**config.mk**
```make
export PLATFORM = sky130hd
export DESIGN_NAME = i2c_target_core_flat
export DESIGN_NICKNAME = d
export VERILOG_FILES = /design/src/rtl/i2c_target_core_if.sv /design/src/rtl/i2c_target_core.sv /design/src/flat_wrapper.sv
export SDC_FILE = /design/constraint.sdc
export NUM_CORES = 1
export LEC_CHECK = 0
export CAP_MARGIN = 20
export CORE_MARGIN = 5
export CORE_UTILIZATION = 30
export CTS_CLUSTER_DIAMETER = 50
export DETAILED_ROUTE_END_ITERATION = 7
export RECOVER_POWER = 50
export SLEW_MARGIN = 25
export SYNTH_ARGS = -nofsm -noshare
export SYNTH_HDL_FRONTEND = slang
export SYNTH_SLANG_ARGS = --single-unit
```
**constraint.sdc**
```tcl
create_clock -name clk_i -period 4.2 [get_ports clk_i]
set_clock_uncertainty 0.1 [all_clocks]
set_input_delay 0.84 -clock clk_i [delete_from_list [all_inputs] [get_ports clk_i]]
set_output_delay 0.84 -clock clk_i [all_outputs]
set_load 0.005 [all_outputs]
```
**src/rtl/i2c_target_core_if.sv**
```systemverilog
// i2c_target_core_if: byte-level host handshake between the I2C target core and
// a local host or register file.
//   rx_data / rx_valid / rx_ready : received-byte holding register, popped by the host
//   tx_data / tx_valid / tx_ready : next read byte, tx_ready pulses when it is consumed
// Modports: slave = target core side, master = host side.
interface i2c_target_core_if;
    logic [7:0] rx_data;
    logic       rx_valid;
    logic       rx_ready;
    logic [7:0] tx_data;
    logic       tx_valid;
    logic       tx_ready;

    modport slave (
        output rx_data, rx_valid, tx_ready,
        input  rx_ready, tx_data, tx_valid
    );

    modport master (
        input  rx_data, rx_valid, tx_ready,
        output rx_ready, tx_data, tx_valid
    );
endinterface

```
**src/rtl/i2c_target_core.sv**
```systemverilog
// i2c_target_core: 7-bit-address I2C target engine. Never stretches SCL.
// Ports:
//   clk_i, arst_i            : clock (>= 8x SCL), asynchronous active-high reset
//   en_i, own_addr_i         : enable (sampled at address completion), own address
//   scl_pad_* / sda_pad_*    : open-drain pad triplets; only sda_padoen_o ever toggles
//   host                     : byte handshake (i2c_target_core_if.slave)
//   busy_o, rnw_o            : addressed transaction in progress, R/W bit of last match
//   start_o, stop_o          : one-cycle pulses on START/Sr and STOP
//   rx_overflow_o            : written byte dropped because the holding register was full
//   tx_underrun_o            : read byte requested with no tx_valid, 0xFF sent instead
module i2c_target_core #(
    parameter int unsigned SYNC_STAGES = 2
) (
    input  logic                     clk_i,
    input  logic                     arst_i,
    input  logic                     en_i,
    input  logic [6:0]               own_addr_i,
    input  logic                     scl_pad_i,
    output logic                     scl_pad_o,
    output logic                     scl_padoen_o,
    input  logic                     sda_pad_i,
    output logic                     sda_pad_o,
    output logic                     sda_padoen_o,
    i2c_target_core_if.slave         host,
    output logic                     busy_o,
    output logic                     rnw_o,
    output logic                     start_o,
    output logic                     stop_o,
    output logic                     rx_overflow_o,
    output logic                     tx_underrun_o
);

    localparam logic [2:0] StIdle     = 3'd0;
    localparam logic [2:0] StAddr     = 3'd1;
    localparam logic [2:0] StAddrAck  = 3'd2;
    localparam logic [2:0] StWrData   = 3'd3;
    localparam logic [2:0] StWrAck    = 3'd4;
    localparam logic [2:0] StRdData   = 3'd5;
    localparam logic [2:0] StRdAck    = 3'd6;
    localparam logic [2:0] StWaitStop = 3'd7;

    // Synchronizers, history flops and registered bus events
    logic [SYNC_STAGES-1:0] scl_sync_q, sda_sync_q;
    logic scl_hist_q, sda_hist_q;
    logic scl_s, sda_s;
    logic scl_rise_q, scl_fall_q, start_q, stop_q, sda_bit_q;

    assign scl_s = scl_sync_q[SYNC_STAGES-1];
    assign sda_s = sda_sync_q[SYNC_STAGES-1];

    always_ff @(posedge clk_i or posedge arst_i) begin
        if (arst_i) begin
            scl_sync_q <= '1;
            sda_sync_q <= '1;
            scl_hist_q <= 1'b1;
            sda_hist_q <= 1'b1;
            scl_rise_q <= 1'b0;
            scl_fall_q <= 1'b0;
            start_q    <= 1'b0;
            stop_q     <= 1'b0;
            sda_bit_q  <= 1'b1;
        end else begin
            scl_sync_q <= {scl_sync_q[SYNC_STAGES-2:0], scl_pad_i};
            sda_sync_q <= {sda_sync_q[SYNC_STAGES-2:0], sda_pad_i};
            scl_hist_q <= scl_s;
            sda_hist_q <= sda_s;
            scl_rise_q <= scl_s & ~scl_hist_q;
            scl_fall_q <= ~scl_s & scl_hist_q;
            // SCL must be high on both sides of the SDA edge
            start_q    <= scl_s & scl_hist_q & sda_hist_q & ~sda_s;
            stop_q     <= scl_s & scl_hist_q & ~sda_hist_q & sda_s;
            sda_bit_q  <= sda_s;
        end
    end

    // Protocol FSM
    logic [2:0] state_q, state_d;
    logic [2:0] cnt_q, cnt_d;
    logic [7:0] shift_q, shift_d;
    logic       sda_oen_q, sda_oen_d;
    logic       phase_q, phase_d;     // ACK slot: 0 = before drive fall, 1 = in slot
    logic       ack_q, ack_d;         // write byte is to be ACKed
    logic       busy_q, busy_d, rnw_q, rnw_d;
    logic [7:0] rx_data_q, rx_data_d;
    logic       rx_valid_q, rx_valid_d;
    logic       tx_ready_q, tx_ready_d, ovf_q, ovf_d, und_q, und_d;
    logic       rx_pop, load_tx;
    logic [7:0] shifted, tx_byte;

    assign rx_pop  = rx_valid_q & host.rx_ready;
    assign shifted = {shift_q[6:0], sda_bit_q};
    assign tx_byte = host.tx_valid ? host.tx_data : 8'hFF;

    always_comb begin
        state_d    = state_q;
        cnt_d      = cnt_q;
        shift_d    = shift_q;
        sda_oen_d  = sda_oen_q;
        phase_d    = phase_q;
        ack_d      = ack_q;
        busy_d     = busy_q;
        rnw_d      = rnw_q;
        rx_data_d  = rx_data_q;
        rx_valid_d = rx_valid_q & ~rx_pop;
        tx_ready_d = 1'b0;
        ovf_d      = 1'b0;
        und_d      = 1'b0;
        load_tx    = 1'b0;

        if (start_q) begin
            state_d   = StAddr;
            cnt_d     = 3'd0;
            sda_oen_d = 1'b1;
        end else if (stop_q) begin
            state_d   = StIdle;
            sda_oen_d = 1'b1;
            busy_d    = 1'b0;
        end else begin
            case (state_q)
                StAddr: if (scl_rise_q) begin
                    shift_d = shifted;
                    cnt_d   = cnt_q + 3'd1;
                    if (cnt_q == 3'd7) begin
                        if (en_i && shifted[7:1] == own_addr_i) begin
                            rnw_d   = shifted[0];
                            busy_d  = 1'b1;
                            phase_d = 1'b0;
                            state_d = StAddrAck;
                        end else begin
                            state_d = StWaitStop;
                        end
                    end
                end
                StAddrAck: if (scl_fall_q) begin
                    if (!phase_q) begin
                        sda_oen_d = 1'b0;
                        phase_d   = 1'b1;
                    end else begin
                        phase_d = 1'b0;
                        if (rnw_q) begin
                            load_tx = 1'b1;
                        end else begin
                            sda_oen_d = 1'b1;
                            cnt_d     = 3'd0;
                            state_d   = StWrData;
                        end
                    end
                end
                StWrData: if (scl_rise_q) begin
                    shift_d = shifted;
                    cnt_d   = cnt_q + 3'd1;
                    if (cnt_q == 3'd7) begin
                        if (!rx_valid_q || rx_pop) begin
                            rx_data_d  = shifted;
                            rx_valid_d = 1'b1;
                            ack_d      = 1'b1;
                        end else begin
                            ovf_d = 1'b1;
                            ack_d = 1'b0;
                        end
                        phase_d = 1'b0;
                        state_d = StWrAck;
                    end
                end
                StWrAck: if (scl_fall_q) begin
                    if (!phase_q) begin
                        sda_oen_d = ~ack_q;
                        phase_d   = 1'b1;
                    end else begin
                        sda_oen_d = 1'b1;
                        phase_d   = 1'b0;
                        cnt_d     = 3'd0;
                        state_d   = StWrData;
                    end
                end
                StRdData: if (scl_fall_q) begin
                    if (cnt_q != 3'd7) begin
                        shift_d   = {shift_q[6:0], 1'b1};
                        sda_oen_d = shift_q[6];
                        cnt_d     = cnt_q + 3'd1;
                    end else begin
                        sda_oen_d = 1'b1;
                        phase_d   = 1'b0;
                        state_d   = StRdAck;
                    end
                end
                StRdAck: begin
                    if (scl_rise_q) begin
                        if (sda_bit_q) state_d = StWaitStop;
                        else           phase_d = 1'b1;
                    end else if (scl_fall_q && phase_q) begin
                        phase_d = 1'b0;
                        load_tx = 1'b1;
                    end
                end
                default: ;  // StIdle, StWaitStop: wait for START/STOP
            endcase
        end

        // Read byte load: MSB goes on the bus at the same fall
        if (load_tx) begin
            shift_d    = tx_byte;
            sda_oen_d  = tx_byte[7];
            tx_ready_d = host.tx_valid;
            und_d      = ~host.tx_valid;
            cnt_d      = 3'd0;
            state_d    = StRdData;
        end
    end

    always_ff @(posedge clk_i or posedge arst_i) begin
        if (arst_i) begin
            state_q    <= StIdle;
            cnt_q      <= 3'd0;
            shift_q    <= 8'h00;
            sda_oen_q  <= 1'b1;
            phase_q    <= 1'b0;
            ack_q      <= 1'b0;
            busy_q     <= 1'b0;
            rnw_q      <= 1'b0;
            rx_data_q  <= 8'h00;
            rx_valid_q <= 1'b0;
            tx_ready_q <= 1'b0;
            ovf_q      <= 1'b0;
            und_q      <= 1'b0;
        end else begin
            state_q    <= state_d;
            cnt_q      <= cnt_d;
            shift_q    <= shift_d;
            sda_oen_q  <= sda_oen_d;
            phase_q    <= phase_d;
            ack_q      <= ack_d;
            busy_q     <= busy_d;
            rnw_q      <= rnw_d;
            rx_data_q  <= rx_data_d;
            rx_valid_q <= rx_valid_d;
            tx_ready_q <= tx_ready_d;
            ovf_q      <= ovf_d;
            und_q      <= und_d;
        end
    end

    assign scl_pad_o     = 1'b0;
    assign scl_padoen_o  = 1'b1;
    assign sda_pad_o     = 1'b0;
    assign sda_padoen_o  = sda_oen_q;
    assign host.rx_data  = rx_data_q;
    assign host.rx_valid = rx_valid_q;
    assign host.tx_ready = tx_ready_q;
    assign busy_o        = busy_q;
    assign rnw_o         = rnw_q;
    assign start_o       = start_q;
    assign stop_o        = stop_q;
    assign rx_overflow_o = ovf_q;
    assign tx_underrun_o = und_q;

endmodule
```
**src/flat_wrapper.sv**
```systemverilog
// flat-port wrapper written by rule: the top's interface ports become plain ports
module i2c_target_core_flat 
#(
    parameter int unsigned SYNC_STAGES = 2
)
  (clk_i, arst_i, en_i, own_addr_i, scl_pad_i, scl_pad_o, scl_padoen_o, sda_pad_i, sda_pad_o, sda_padoen_o, busy_o, rnw_o, start_o, stop_o, rx_overflow_o, tx_underrun_o, host_rx_data, host_rx_valid, host_tx_ready, host_rx_ready, host_tx_data, host_tx_valid);
  i2c_target_core_if host_i ();
  input  logic clk_i;
  input  logic arst_i;
  input  logic en_i;
  input  logic [6:0] own_addr_i;
  input  logic scl_pad_i;
  output logic scl_pad_o;
  output logic scl_padoen_o;
  input  logic sda_pad_i;
  output logic sda_pad_o;
  output logic sda_padoen_o;
  output logic busy_o;
  output logic rnw_o;
  output logic start_o;
  output logic stop_o;
  output logic rx_overflow_o;
  output logic tx_underrun_o;
  output wire logic [$bits(host_i.rx_data)-1:0] host_rx_data;
  output wire logic [$bits(host_i.rx_valid)-1:0] host_rx_valid;
  output wire logic [$bits(host_i.tx_ready)-1:0] host_tx_ready;
  input wire logic [$bits(host_i.rx_ready)-1:0] host_rx_ready;
  input wire logic [$bits(host_i.tx_data)-1:0] host_tx_data;
  input wire logic [$bits(host_i.tx_valid)-1:0] host_tx_valid;
  assign host_rx_data = host_i.rx_data;
  assign host_rx_valid = host_i.rx_valid;
  assign host_tx_ready = host_i.tx_ready;
  assign host_i.rx_ready = host_rx_ready;
  assign host_i.tx_data = host_tx_data;
  assign host_i.tx_valid = host_tx_valid;
  i2c_target_core #(.SYNC_STAGES(SYNC_STAGES)) u_core (.clk_i(clk_i), .arst_i(arst_i), .en_i(en_i), .own_addr_i(own_addr_i), .scl_pad_i(scl_pad_i), .scl_pad_o(scl_pad_o), .scl_padoen_o(scl_padoen_o), .sda_pad_i(sda_pad_i), .sda_pad_o(sda_pad_o), .sda_padoen_o(sda_padoen_o), .host(host_i), .busy_o(busy_o), .rnw_o(rnw_o), .start_o(start_o), .stop_o(stop_o), .rx_overflow_o(rx_overflow_o), .tx_underrun_o(tx_underrun_o));
endmodule
```
==> results of run 1 <==
[path summary, 6_finish.rpt]
path	endpoint
worst min register to register	u_core.sda_sync_q[1]$_DFF_PP1_
worst min-delay path	u_core.sda_sync_q[1]$_DFF_PP1_
max in group clk_i	u_core.rnw_o$_DFFE_PP0P_
min in group asynchronous	u_core.start_o$_DFF_PP0_
worst max register to register	u_core.shift_q[3]$_DFFE_PP0P_
worst max-delay path	u_core.host.rx_data[1]$_DFFE_PP0P_
[area by class of cell]
type	instances	area (sq um)
clock inverter	2	16.3
tap	99	124
multi-input combinational	150	1040
fill	717	4490
clock buffer	6	72.6
sequential	40	1010
inverter	11	41.3
timing repair buffer	39	384
[state kept, by name, indices dropped and copies added, names as in the netlist, 2 cells and up]
signal,flops
u_core.shift_q,7
u_core.state_q,3
u_core.scl_sync_q,2
u_core.host.rx_data,8
u_core.cnt_q,3
u_core.sda_sync_q,2
[per-layer routing]
layer | GRT usage (%) | wire, um | vias to the layer above
met4 | 5.53 | 90 | 0
met2 | 18.4 | 2440 | 41
met1 | 14.9 | 2150 | 835
met3 | 3.47 | 213 | 9
li1 | - | - | 822
met5 | 0 | 0 | -
[layout by cell type (no fill, tap or decap), types with 3 or more instances in the layout]
cell type / n
clkdlybuf4s50_1: 34
dfrtp_1: 33
nor2_1: 17
mux2_2: 16
inv_1: 11
nand2_1: 10
nand2b_1: 9
a31oi_1: 9
a21oi_1: 9
o21ai_0: 7
xnor2_1: 7
nor2b_1: 6
nor3_1: 5
a211oi_1: 5
clkbuf_8: 5
nand4_1: 4
nor3b_1: 4
dlygate4sd3_1: 4
dfstp_2: 4
o211ai_1: 3
conb_1: 3
dfstp_1: 3
[logic make-up (layout without fill, tap and decap cells)]
kind of cell	count (synthesis)	after routing	share of synthesized area [%]
buf+inv	27	58	6.14
mux	19	19	9.87
flops	40	40	46.3
simple gates	68	68	16.8
fa+ha+maj	2	2	1.15
compound gates	51	51	16.6
other cells	2	3	0.344
xor+xnor	7	7	2.81
[power by group]
part	internal [uW]	switching [uW]	total, uW
logic	247	218	465
registers	456	136	592
clock network	118	136	254
[metrics by stage]
step / util [%] / power [uW]
6_report: 37.5 / 1310
2_1_floorplan: - / 955
3_3_place_gp: 36.3 / 1060
3_5_place_dp: 36.3 / 1060
5_1_grt: 37.5 / 1420
4_1_cts: 37.5 / 1320
==> results by group, run 1 <==
Detailed routing
  • WL/cell: 14.1 um
  • Via/cell ratio: 4.92
  • Vias after detailed routing: 1,707
  • Antenna Nets Post-Route: 0
  • DRC: 0
  • Drt first-iter violations: 138
  • Pre-antenna DRT Iters: 4
  • Final wirelength: 4.89 mm

STA
  • Slew of the pin with the lowest slew margin: 0.947 ns
  • Max transition margin: 36.9%
  • Slew Limit Fails: 0
  • Final WS setup: 1.61 ns
  • Unrepaired setup endpoints after global routing: no
  • Hold Slack: 0.268 ns
  • Final period utilization: 61.7%
  • Fmax: 0.386 GHz
  • Setup_tns: 0 ns
  • # setup viols final: 0
  • Final Hold Viols: 0
  • Min cycle time layout: 2.59 ns

Pwr
  • Worst vdd ir: 0.000231 V
  • Leakage: 0.00111 uW
  • PD cells: 488 nW/um^2

Clock tree
  • Clk buf depth: 2
  • TritonCTS clock tree: done
  • Clock buffer count from CTS: 5
  • CTS resizes: 0
  • Worst-skew pair later-pin latency: 0.30 ns
  • Clock slew at reported path FFs: 0.08 ns
  • Root Buffer: clkbuf_8
  • Post-CTS Hold Buffers: 0
  • Setup Fix Bufs, Post-CTS: 0
  • # clock sinks: 40
  • H-tree depth: 2

GRT
  • Initial antenna violation count: 0
  • First-pass GRT wire length: 8.30 mm
  • Largest net degree at the start of global routing: 26
  • Grt ovf: 0
  • Number of global-route vias before repair: 1,733
  • Gr usage total: 11.8%

Layout
  • Area Overhead vs Synth: 23.3%
  • # nets final: 271
  • Final instance area: 2690 sq um
  • Finished Layout Cells: 347
  • Ant diodes: 0
  • Share of layout cells above drive strength 1: 12.9%

Worst setup path
  • Cells along the critical path: dlygate4sd3_1 -> inv_1 -> clkbuf_1
  • CP startpoint: arst_i
  • Reg2reg setup slack: 1.81 ns
  • Crit-path max cell delay: 0.78 ns
  • CP required: 4.40 ns
  • R2R depth: 5
  • Slowest cell on crit path: clkbuf_1
  • Number of cells on the critical path: 3
  • Bufs and invs on worst path: 3
  • CP endpoint kind: async pin
  • Setup Crit Path Kind: in2async
  • CP Max Fanout: 23
  • Worst path top cell family by delay: buffers and inverters
  • Reg-to-reg critical path startpoint: u_core.state_q[1]$_DFFE_PP0P_
  • Arrival @ worst endpoint: 2.79 ns
  • Worst setup SP type: input pin

Die
  • Die W: 95.3 um
  • Ports: 42
  • Die H: 95.3 um
  • Die area: 9070 sq um
  • # rows: 31
  • Core Area: 7180 sq um
  • Initial Util: 30.4%

Logic synthesis
  • Seq/Total Area, Yosys: 46.3%
  • Top post-synthesis cells by area: dfrtp_1 (38%), dfstp_2 (8.4%), mux2_2 (8.3%), nor2_1 (2.9%), xnor2_1 (2.8%)
  • Cell taking the most area after synthesis: dfrtp_1
  • Post-synthesis cell type count: 47
  • Primary FF master, synth: dfrtp_1
  • Post-synth ARST share: 100%
  • Synth Warn #: 0
  • FF+latch count, synth: 40
  • Top cell type's share of synthesized area: 37.9%
  • Top post-synthesis cells by count: dfrtp_1 (33), nor2_1 (17), mux2_2 (16)
  • Mapped cell area: 2180 sq um
  • Most common cell in the netlist: dfrtp_1
  • Mapped Cells: 216
  • Syn_area_per_cell: 10.1 sq um
  • EDFF count, synth: 0

Place
  • Post-DP Area: 2600 sq um
  • Pre-CTS setup slack: 1.30 ns
  • HPWL Detailed: 3.61 mm
  • Placer Congestion: 0.829
  • Post-Place Cells: 339
  • Port bufs: 38

Hold path
  • Hold-critical path depth: 0
  • Hold Crit Start: u_core.sda_sync_q[0]$_DFF_PP1_
  • Hold crit path type: reg2reg

Flow run
  • Max-cap violations: 0

Outcome
  • Outcome: finished clean
Note: power is estimated with default switching activity, not from simulation.
==> run 2: changes to the inputs <==
==> constraint.sdc (replaced) <==
create_clock -name clk_i -period 2.15 [get_ports clk_i]
set_clock_uncertainty 0.1 [all_clocks]
set_input_delay 0.43 -clock clk_i [delete_from_list [all_inputs] [get_ports clk_i]]
set_output_delay 0.43 -clock clk_i [all_outputs]
set_load 0.005 [all_outputs]
==> results by group, run 2 (synthesis results as in run 1) <==
Outcome
  • Outcome: finished clean

STA
  • Hold Slack: 0.262 ns (-0.00604 ns)
  • # setup viols final: 0 (unchanged)
  • Unrepaired setup endpoints after global routing: yes
  • Fmax: 0.475 GHz
  • Min cycle time layout: 2.10 ns
  • Slew Limit Fails: 0 (unchanged)
  • Final Hold Viols: 0 (unchanged)
  • Slew of the pin with the lowest slew margin: 0.980 ns (+0.0329 ns)
  • Max transition margin: 34.7% (-2.2 points)
  • Final period utilization: 97.9%

GRT
  • First-pass GRT wire length: 8.89 mm (+7.1%)
  • Largest net degree at the start of global routing: 41 (+58%)
  • Number of global-route vias before repair: 1,760 (+1.6%)
  • Grt ovf: 0 (unchanged)
  • Initial antenna violation count: 0 (unchanged)
  • Gr usage total: 12.7% (+0.92 points)

Pwr
  • Seq pwr share: 38.1% (-7.0 points)
  • PD cells: 974 nW/um^2 (+100%)
  • Internal power: 1870 uW (+130%)
  • NetSw: 993 uW (+100%)
  • Leakage: 0.00128 uW (+15%)
  • Combinational power share: 40.5% (+5.1 points)
  • Clock power frac: 21.4% (+2.0 points)
  • Sw frac: 34.7% (-2.6 points)
  • Worst vdd ir: 0.000471 V (+100%)

Detailed routing
  • Antenna Nets Post-Route: 0 (unchanged)
  • DRC: 0 (unchanged)
  • Vias after detailed routing: 1,800 (+5.4%)
  • Final wirelength: 5.26 mm (+7.5%)
  • Drt first-iter violations: 133 (-3.6%)
  • Via/cell ratio: 4.85 (-1.4%)
  • Pre-antenna DRT Iters: 4 (unchanged)
  • WL/cell: 14.2 um (+0.55%)

Flow run
  • Max-cap violations: 0 (unchanged)

Place
  • HPWL Detailed: 3.86 mm (+6.9%)
  • Post-DP Area: 2800 sq um (+7.6%)
  • Port bufs: 38 (unchanged)
  • Post-Place Cells: 362 (+6.8%)
  • Placer Congestion: 0.826 (-0.40%)

Die
  • Die area: 9070 sq um (unchanged)
  • Ports: 42 (unchanged)
  • Die H: 95.3 um (unchanged)
  • Core Area: 7180 sq um (unchanged)
  • # rows: 31 (unchanged)
  • Initial Util: 30.4% (unchanged)
  • Die W: 95.3 um (unchanged)

Worst setup path
  • Arrival @ worst endpoint: 2.18 ns (-0.61 ns)
  • Worst setup SP type: input pin
  • CP endpoint kind: register
  • CP Max Fanout: 2 (-91%)
  • Setup Crit Path Kind: in2reg
  • CP required: 2.23 ns (-2.17 ns)

Hold path
  • Hold crit path type: reg2reg

Clock tree
  • TritonCTS clock tree: done
  • # clock sinks: 40 (unchanged)
  • Clock slew at reported path FFs: 0.08 ns (about the same)
  • Clk buf depth: 2 (unchanged)
  • Worst-skew pair later-pin latency: 0.29 ns (about the same)
  • Clock buffer count from CTS: 5 (unchanged)
  • Root Buffer: clkbuf_8
  • H-tree depth: 2 (unchanged)

Layout
  • Area Overhead vs Synth: 34.7%
  • Most frequent cells in the layout: clkdlybuf4s50_1 (32), dfrtp_1 (32), buf_4 (23)
  • Finished Layout Cells: 371 (+6.9%)
  • Max reg flops: 8 (unchanged)
  • Share of layout cells above drive strength 1: 23.9% (+11 points)
  • Final instance area: 2940 sq um (+9.3%)
  • Ant diodes: 0 (unchanged)
  • # nets final: 295 (+8.9%)
[run 2: cell count changes in the layout (fill, tap and decap cells not counted), sizes merged]
cell / delta
dlygate4sd3: -1
bufinv: +1
clkinvlp: -1
dlymetal6s2s: +3
clkdlybuf4s50: -2
buf: +24
[run 2: power groups by stage]
stage / Combinational, uW / Clock (uW) / Sequential, uW
final: 1160 / 612 / 1090
after global routing: 1310 / 664 / 1120
after CTS: 1140 / 630 / 1090
after detailed placement: 1140 / 0 / 1100
after global placement: 1120 / 0 / 1100
after floorplan: 867 / 0 / 998
[run 2: worst max-delay path, cell delays in order]
cell,delay [ns]
clkdlybuf4s50_1,0.47
xnor2_1,0.13
nand4_1,0.13
or3_1,0.39
or3_4,0.33
mux2_4,0.29
[run 2: path summary, 6_finish.rpt]
kind / start / end / slack (ns) / depth (start not counted)
hold / removal: u_core.sda_sync_q[0]$_DFF_PP1_ / u_core.sda_sync_q[1]$_DFF_PP1_ / 0.26 / 0
max in group asynchronous: arst_i / u_core.state_q[2]$_DFFE_PP0P_ / 0.51 / 3
min in group asynchronous: arst_i / u_core.busy_o$_DFFE_PP0P_ / 0.77 / 3
setup / recovery: own_addr_i[3] / u_core.rnw_o$_DFFE_PP0P_ / 0.05 / 6
hold reg to reg: u_core.sda_sync_q[0]$_DFF_PP1_ / u_core.sda_sync_q[1]$_DFF_PP1_ / 0.26 / 0
setup reg to reg: u_core.cnt_q[0]$_DFFE_PP0P_ / u_core.shift_q[1]$_DFFE_PP0P_ / 0.08 / 8
[run 2: layer usage]
metal / global-route usage (%) / share of wire [%] / vias up
li1: - / - / 869
met1: 17.1 / 44 / 883
met2: 20.5 / 50 / 42
met3: 2.21 / 4.4 / 6
met4: 4.21 / 1.4 / 0
met5: 0 / 0 / -
[run 2: layout make-up]
cell class,instances,area [sq um]
tap,99,124
inverter,11,41.3
clock inverter,2,35.0
fill,717,4240
sequential,40,1010
multi-input combinational,150,1070
clock buffer,6,72.6
timing repair buffer,63,586
[run 2: stage by stage]
step                setup TNS [ns]  utilization [%]  total power, uW  worst slack, ns
floorplan                        0                -             1860            0.196
finish                           0             40.9             2860           0.0456
global placement            -0.407             39.0             2220           -0.242
CTS                              0             40.5             2860           0.0170
detailed placement          -0.432             39.0             2240           -0.247
global route              -0.00997             40.9             3090         -0.00599
[run 2: repair_timing]
| action | in CTS | in global routing |
|---|---|---|
| endpoints found under the hold margin | 0 | 0 |
| buffers inserted | 0 | 1 |
| hold buffers | 0 | 0 |
| gates resized for setup | 0 | 10 |
| endpoints found under the setup margin | 0 | 10 |
==> run 3: changes to the inputs <==
--- a/config.mk
+++ b/config.mk
@@ -10,7 +10,7 @@
 export CORE_UTILIZATION = 30
 export CTS_CLUSTER_DIAMETER = 50
 export DETAILED_ROUTE_END_ITERATION = 7
-export RECOVER_POWER = 50
+export RECOVER_POWER = 25
 export SLEW_MARGIN = 25
 export SYNTH_ARGS = -nofsm -noshare
 export SYNTH_HDL_FRONTEND = slang
==> results of run 3 <==
No change in the layout: final DEF, timing and power equal those of run 2.
